==> src/rtl/wb_cmd_master.sv <==
// ---------------------------------------------------------------------------
// wb_cmd_master
//
// Wishbone B4 classic-cycle initiator for the SDRAM controller's slave port.
// Read/write commands arrive on a valid/ready port and are buffered in a small
// FIFO. Each command becomes exactly one single-transfer Wishbone cycle, and
// its outcome is returned as a one-clock response pulse. No cycle is launched
// until the SDRAM controller reports sdr_init_done.
//
// Handshake semantics (command port): a command is transferred on every
// rising edge where cmd_valid && cmd_ready; cmd_ready is simply "FIFO not
// full" and never depends on cmd_valid. The response port has no
// back-pressure: rsp_valid is a single-cycle pulse that must be consumed.
//
// Optional feature: define WB_CMD_MASTER_TIMEOUT_EN to abort a cycle that has
// not been acknowledged within TIMEOUT_CYCLES clocks (rsp_err=1). Without the
// macro the master waits for ack indefinitely and rsp_err is tied to 0.
//
// Ports:
//   wb_clk_i, wb_resetn        clock, asynchronous active-low reset
//   sdr_init_done              SDRAM init complete (level)
//   cmd_valid/cmd_ready        command handshake
//   cmd_we/addr/wdata/sel      command payload
//   rsp_valid/rsp_rdata/rsp_err  response pulse, read data, timeout flag
//   wb_cyc_o .. wb_sel_o       registered Wishbone initiator outputs
//   wb_dat_i, wb_ack_i         Wishbone slave returns
//   busy                       FIFO non-empty or a cycle in progress
//   dbg_state                  FSM state (IDLE=0, BUS=1, DONE=2)
// ---------------------------------------------------------------------------
module wb_cmd_master #(
    parameter int AW             = 26,
    parameter int DW             = 32,
    parameter int CMD_DEPTH      = 4,
    parameter int TIMEOUT_CYCLES = 64
) (
    input  logic              wb_clk_i,
    input  logic              wb_resetn,
    input  logic              sdr_init_done,

    input  logic              cmd_valid,
    output logic              cmd_ready,
    input  logic              cmd_we,
    input  logic [AW-1:0]     cmd_addr,
    input  logic [DW-1:0]     cmd_wdata,
    input  logic [DW/8-1:0]   cmd_sel,

    output logic              rsp_valid,
    output logic [DW-1:0]     rsp_rdata,
    output logic              rsp_err,

    output logic              wb_cyc_o,
    output logic              wb_stb_o,
    output logic              wb_we_o,
    output logic [AW-1:0]     wb_adr_o,
    output logic [DW-1:0]     wb_dat_o,
    output logic [DW/8-1:0]   wb_sel_o,
    input  logic [DW-1:0]     wb_dat_i,
    input  logic              wb_ack_i,

    output logic              busy,
    output logic [1:0]        dbg_state
);

    localparam int SW = DW / 8;
    localparam int IW = $clog2(CMD_DEPTH);   // FIFO index width
    localparam int PW = IW + 1;              // pointer width incl. wrap bit
    localparam int EW = 1 + AW + DW + SW;    // packed entry {we, addr, data, sel}

    // Elaboration-time parameter sanity checks.
    if (CMD_DEPTH < 2 || (CMD_DEPTH & (CMD_DEPTH - 1)) != 0) begin : g_bad_depth
        $error("wb_cmd_master: CMD_DEPTH must be a power of two >= 2");
    end
    if (DW < 8 || (DW % 8) != 0) begin : g_bad_dw
        $error("wb_cmd_master: DW must be a multiple of 8");
    end
    if (TIMEOUT_CYCLES < 1) begin : g_bad_timeout
        $error("wb_cmd_master: TIMEOUT_CYCLES must be >= 1");
    end

    typedef enum logic [1:0] {
        IDLE = 2'd0,
        BUS  = 2'd1,
        DONE = 2'd2
    } state_t;

    // -----------------------------------------------------------------------
    // Command FIFO
    // -----------------------------------------------------------------------
    logic [EW-1:0] mem [CMD_DEPTH];
    logic [PW-1:0] wr_ptr_q;
    logic [PW-1:0] rd_ptr_q;
    logic          empty;
    logic          full;
    logic          push;
    logic          pop;
    logic [EW-1:0] head;

    // Equal pointers mean empty; equal index with differing wrap bit means full.
    assign empty     = (wr_ptr_q == rd_ptr_q);
    assign full      = (wr_ptr_q[PW-1] != rd_ptr_q[PW-1]) &&
                       (wr_ptr_q[IW-1:0] == rd_ptr_q[IW-1:0]);
    assign cmd_ready = !full;
    assign push      = cmd_valid && !full;
    assign head      = mem[rd_ptr_q[IW-1:0]];

    // Storage carries no reset: entries are only read when the pointers say
    // they were written.
    always_ff @(posedge wb_clk_i) begin
        if (push) begin
            mem[wr_ptr_q[IW-1:0]] <= {cmd_we, cmd_addr, cmd_wdata, cmd_sel};
        end
    end

    always_ff @(posedge wb_clk_i or negedge wb_resetn) begin
        if (!wb_resetn) begin
            wr_ptr_q <= '0;
            rd_ptr_q <= '0;
        end else begin
            if (push) wr_ptr_q <= wr_ptr_q + PW'(1);
            if (pop)  rd_ptr_q <= rd_ptr_q + PW'(1);
        end
    end

    // -----------------------------------------------------------------------
    // Cycle FSM
    // -----------------------------------------------------------------------
    state_t          state_q;
    state_t          state_d;
    logic            cyc_d;
    logic            stb_d;
    logic            we_d;
    logic [AW-1:0]   adr_d;
    logic [DW-1:0]   dat_d;
    logic [SW-1:0]   sel_d;
    logic            rsp_valid_d;
    logic [DW-1:0]   rsp_rdata_d;

`ifdef WB_CMD_MASTER_TIMEOUT_EN
    localparam int            TW      = $clog2(TIMEOUT_CYCLES) + 1;
    localparam logic [TW-1:0] TO_LAST = TW'(TIMEOUT_CYCLES - 1);

    logic [TW-1:0] to_cnt_q;
    logic [TW-1:0] to_cnt_d;
    logic          rsp_err_d;
`endif

    always_comb begin
        state_d     = state_q;
        pop         = 1'b0;
        cyc_d       = wb_cyc_o;
        stb_d       = wb_stb_o;
        we_d        = wb_we_o;
        adr_d       = wb_adr_o;
        dat_d       = wb_dat_o;
        sel_d       = wb_sel_o;
        rsp_valid_d = 1'b0;
        rsp_rdata_d = rsp_rdata;
`ifdef WB_CMD_MASTER_TIMEOUT_EN
        to_cnt_d    = to_cnt_q;
        rsp_err_d   = rsp_err;
`endif

        case (state_q)
            IDLE: begin
                if (!empty && sdr_init_done) begin
                    pop     = 1'b1;
                    state_d = BUS;
                    cyc_d   = 1'b1;
                    stb_d   = 1'b1;
                    {we_d, adr_d, dat_d, sel_d} = head;
`ifdef WB_CMD_MASTER_TIMEOUT_EN
                    to_cnt_d = '0;
`endif
                end
            end

            BUS: begin
                // Address/data/control stay untouched until ack so the slave
                // sees a stable request for the whole cycle.
                if (wb_ack_i) begin
                    cyc_d       = 1'b0;
                    stb_d       = 1'b0;
                    rsp_valid_d = 1'b1;
                    rsp_rdata_d = wb_we_o ? '0 : wb_dat_i;
                    state_d     = DONE;
`ifdef WB_CMD_MASTER_TIMEOUT_EN
                    rsp_err_d   = 1'b0;
                end else if (to_cnt_q == TO_LAST) begin
                    // Ack has priority above; this only fires on a silent slave.
                    cyc_d       = 1'b0;
                    stb_d       = 1'b0;
                    rsp_valid_d = 1'b1;
                    rsp_rdata_d = '0;
                    rsp_err_d   = 1'b1;
                    state_d     = DONE;
                end else begin
                    to_cnt_d    = to_cnt_q + TW'(1);
`endif
                end
            end

            DONE: begin
                // One forced idle clock between cycles.
                state_d = IDLE;
            end

            default: begin
                state_d = IDLE;
                cyc_d   = 1'b0;
                stb_d   = 1'b0;
            end
        endcase
    end

    always_ff @(posedge wb_clk_i or negedge wb_resetn) begin
        if (!wb_resetn) begin
            state_q   <= IDLE;
            wb_cyc_o  <= 1'b0;
            wb_stb_o  <= 1'b0;
            wb_we_o   <= 1'b0;
            wb_adr_o  <= '0;
            wb_dat_o  <= '0;
            wb_sel_o  <= '0;
            rsp_valid <= 1'b0;
            rsp_rdata <= '0;
        end else begin
            state_q   <= state_d;
            wb_cyc_o  <= cyc_d;
            wb_stb_o  <= stb_d;
            wb_we_o   <= we_d;
            wb_adr_o  <= adr_d;
            wb_dat_o  <= dat_d;
            wb_sel_o  <= sel_d;
            rsp_valid <= rsp_valid_d;
            rsp_rdata <= rsp_rdata_d;
        end
    end

`ifdef WB_CMD_MASTER_TIMEOUT_EN
    always_ff @(posedge wb_clk_i or negedge wb_resetn) begin
        if (!wb_resetn) begin
            to_cnt_q <= '0;
            rsp_err  <= 1'b0;
        end else begin
            to_cnt_q <= to_cnt_d;
            rsp_err  <= rsp_err_d;
        end
    end
`else
    assign rsp_err = 1'b0;
`endif

    assign busy      = !empty || (state_q != IDLE);
    assign dbg_state = state_q;

endmodule
==> config.mk <==
export PLATFORM = sky130hd
export DESIGN_NAME = wb_cmd_master
export DESIGN_NICKNAME = d
export VERILOG_FILES = /design/src/rtl/wb_cmd_master.sv
export SDC_FILE = /design/constraint.sdc
export NUM_CORES = 1
export LEC_CHECK = 0
export BUFFER_PORTS_ARGS = -buffer_cell sky130_fd_sc_hd__buf_4
export CAP_MARGIN = 0
export CORE_AREA = 2 2 186 188
export DETAILED_ROUTE_END_ITERATION = 10
export DIE_AREA = 0 0 188 190
export PLACE_DENSITY = 0.65
export SYNTH_ARGS = -nofsm -noshare
export SYNTH_HDL_FRONTEND = slang
export SYNTH_SLANG_ARGS = --single-unit
export TNS_END_PERCENT = 20
==> constraint.sdc <==
create_clock -name wb_clk_i -period 4.1 [get_ports wb_clk_i]
set_input_delay 0.615 -clock wb_clk_i [delete_from_list [all_inputs] [get_ports wb_clk_i]]
set_output_delay 0.615 -clock wb_clk_i [all_outputs]
set_load 0.02 [all_outputs]
==> metrics.yaml <==
run_status:
  status: "finished, final reports clean"
synthesis:
  ys_ff_latch: 357
  syn_nets: 754
  postSynthCellCount: 649
  ys_seq_area_share_pct: 76.9
  synth.avg_cell_area_um2: 20.4
  yosysWarningCount: 0
  netlist_area_um2: 13300
  synth_cell_types: 28
sta:
  max_slew_margin_pct: 30.0
  drv_slew: 0
  fmax_mhz: 405
  setup_tns_ns: 0
  period_share_pct: 60.3
  grt_setup_unrepaired: "false"
  setup_viol: 0
  final-hold-violation-count: 0
  tightestPinTransition_ns: 1.05
  fin_crit_ns: 2.47
  finalClockSkew_ns: 0.0133
critical_path:
  crit_slowest_cell: "o31a_2"
  r2r-start: "rd_ptr_q[0]"
  cpPeakStageDelay_ns: 0.76
  crit_type: "flop to flop"
  worst-r2r-setup-slack_ns: 1.63
  worstPathMaxFanout: 27
  end_kind: "flop"
  critPathRequiredTime_ns: 4.50
  ff2ff_path_depth: 4
  reg2reg_to: "wb_adr_o[3]"
  worstPathArrival_ns: 2.87
  cp_top_family: "compound AO/OA/AOI/OAI gates"
  cp_num_buf_inv: 1
  start_kind: "flop"
  path_cells: "xor2_1, o31a_2, buf_4, mux2_2"
drt:
  drt_wl_total_um: 26200
  wl_met3_um: 1490
  drtIter0Drc: 347
  top_layer: "met4"
  first_pass_iters: 4
  route.met2.wl_um: 12300
  viasPerCell: 4.79
  vias: 6469
  wl_per_cell_um: 19.4
  ant_nets: 0
  drcViolationCount: 0
  wl_met1_um: 11900
floorplanning:
  die_h_um: 190
  dieArea_um2: 35700
  rows: 68
  core-area_um2: 33900
  die_w_um: 188
  start_util_pct: 39.1
  ios: 203
clock_tree:
  cts_tree: "built"
  cts_buffer_depth: 3
  clk_pin_slew_worst_paths_ns: 0.06
  post_cts.repair.setup_buffers: 0
  clock_latency_ns: 0.52
  cts_resized: 0
  htreeDepth: 2
  cts-root-buf: "clkbuf_16"
  postCtsHoldBufs: 0
  numCtsBuffers: 38
  cts_num_sinks: 357
power:
  peakVddDrop_uv: 483
  total_power_uw: 13100
  p_sw_uw: 4010
  clkPwrFrac_pct: 26.0
  power.density_nw_per_um2: 791
  p_leak_uw: 0.00619
  pwr-share-seq_pct: 42.1
  p_comb_share_pct: 31.9
  p_int_uw: 9050
  switching_share_pct: 30.7
place:
  gp_congestion: 0.745
  io_buffers: 201
  place_hpwl_um: 15600
  dp_cells: 1280
hold_path:
  hp-class: "input pin to async pin"
global_route:
  grt_pass1_vias: 7015
  antenna_found_initial: 1
  grt_remaining_overflow: 0
  grt_pass1_wl_um: 41200
  grtUsageTotal_pct: 15.1
  grt_max_degree: 66
job:
  drv_cap: 0
finish:
  nNetsFinal: 970
  mostFrequentLayoutCells: "edfxtp_1 (252), buf_4 (208), dfrtp_1 (103), mux2_2 (64), mux4_2 (63)"
  fin_cells: 1351
  final_common_cell: "edfxtp_1"
  area_delta_synth_final_pct: 24.5
  drive_gt1_share_pct: 44.9
  fillers: 2862
## layer usage
metal  GRT usage [%]  vias up
met2            24.1      179
met3            3.63       39
li1                -     2968
met4            4.30        0
met1            20.7     3283
met5               0        -
## flip-flops by register name, indices dropped and copies added, names as in the netlist
signal     cells
rsp_valid      1
wb_adr_o      26
rd_ptr_q       3
wb_sel_o       4
dbg_state      2
wr_ptr_q       3
mem          252
wb_stb_o       1
rsp_rdata     32
wb_dat_o      32
wb_we_o        1
## Yosys cell counts, drive strengths merged
cell,number,share of area (%)
o31a,2,0.13
o311ai,1,0.066
mux2,65,5.5
nand2,33,0.93
edfxtp,252,57
or2,1,0.047
nand2b,32,1.5
conb,1,0.028
nand3,1,0.038
o311a,1,0.075
clkbuf,16,0.45
and2,3,0.14
nor2,2,0.057
nand3b,1,0.057
mux4,63,11
xnor2,3,0.20
inv,4,0.11
a21o,1,0.057
dfrtp,105,20
nor3b,2,0.11
o21ai,33,1.2
buf,17,0.86
ha,5,0.47
xor2,5,0.33
## logic make-up (layout without fill, tap and decap cells)
group           after synthesis  in the layout  synth area share (%)
flops                       357            357                  76.9
mux                         128            128                  16.2
simple gates                 75             75                  2.90
compound gates               38             38                  1.58
buf+inv                      37            283                  1.42
xor+xnor                      8              8                 0.528
fa+ha+maj                     5              5                 0.472
other cells                   1              2                0.0283
## power groups by stage
stage          clock network (µW)  registers [µW]  logic, µW
5_1_grt                      3640            5620       4530
2_1_floorplan                   0            5990       2250
6_report                     3400            5500       4160
3_3_place_gp                    0            5560       4220
4_1_cts                      3490            5530       4280
3_5_place_dp                    0            5590       4270
## through the flow
step	hold WS (ns)	worst slack (ns)	utilization, %	area, µm²
4_1_cts	0.231	1.60	48.7	16500
3_3_place_gp	0.465	1.50	45.0	15300
5_1_grt	0.272	1.48	48.7	16500
3_5_place_dp	0.473	1.46	45.0	15300
2_1_floorplan	0.319	1.24	-	13300
6_report	0.216	1.63	48.7	16500
## worst reg2reg max path, cell delays in order, from the launching register on
cell and delay [ns]:
dfrtp_4 0.48, xor2_1 0.36, o31a_2 0.76, buf_4 0.38, mux2_2 0.37
## layout make-up
cell class / count / area, µm² / area share, %
Timing Repair Buffer: 209 / 1580 / 9.57
Multi-Input combinational cell: 255 / 2900 / 17.6
Tap cell: 455 / 569 / 3.45
Clock inverter: 19 / 229 / 1.39
Clock buffer: 51 / 1020 / 6.17
Inverter: 4 / 15.0 / 0.0909
Sequential cell: 357 / 10200 / 61.8
Antenna cell: 1 / 2.50 / 0.0151
## how the worst max path moves through the flow
stage / from / end / cells past startpoint
global route: rd_ptr_q[0] / mem[2][57] / 3
CTS: rd_ptr_q[0] / mem[2][57] / 3
finish: rd_ptr_q[0] / wb_adr_o[3] / 4
detailed placement: sdr_init_done / wb_dat_o[29] / 5
global placement: sdr_init_done / wb_adr_o[3] / 5
floorplan: wr_ptr_q[0] / mem[0][0] / 3
No activity file was read; power rests on OpenSTA's default activity.
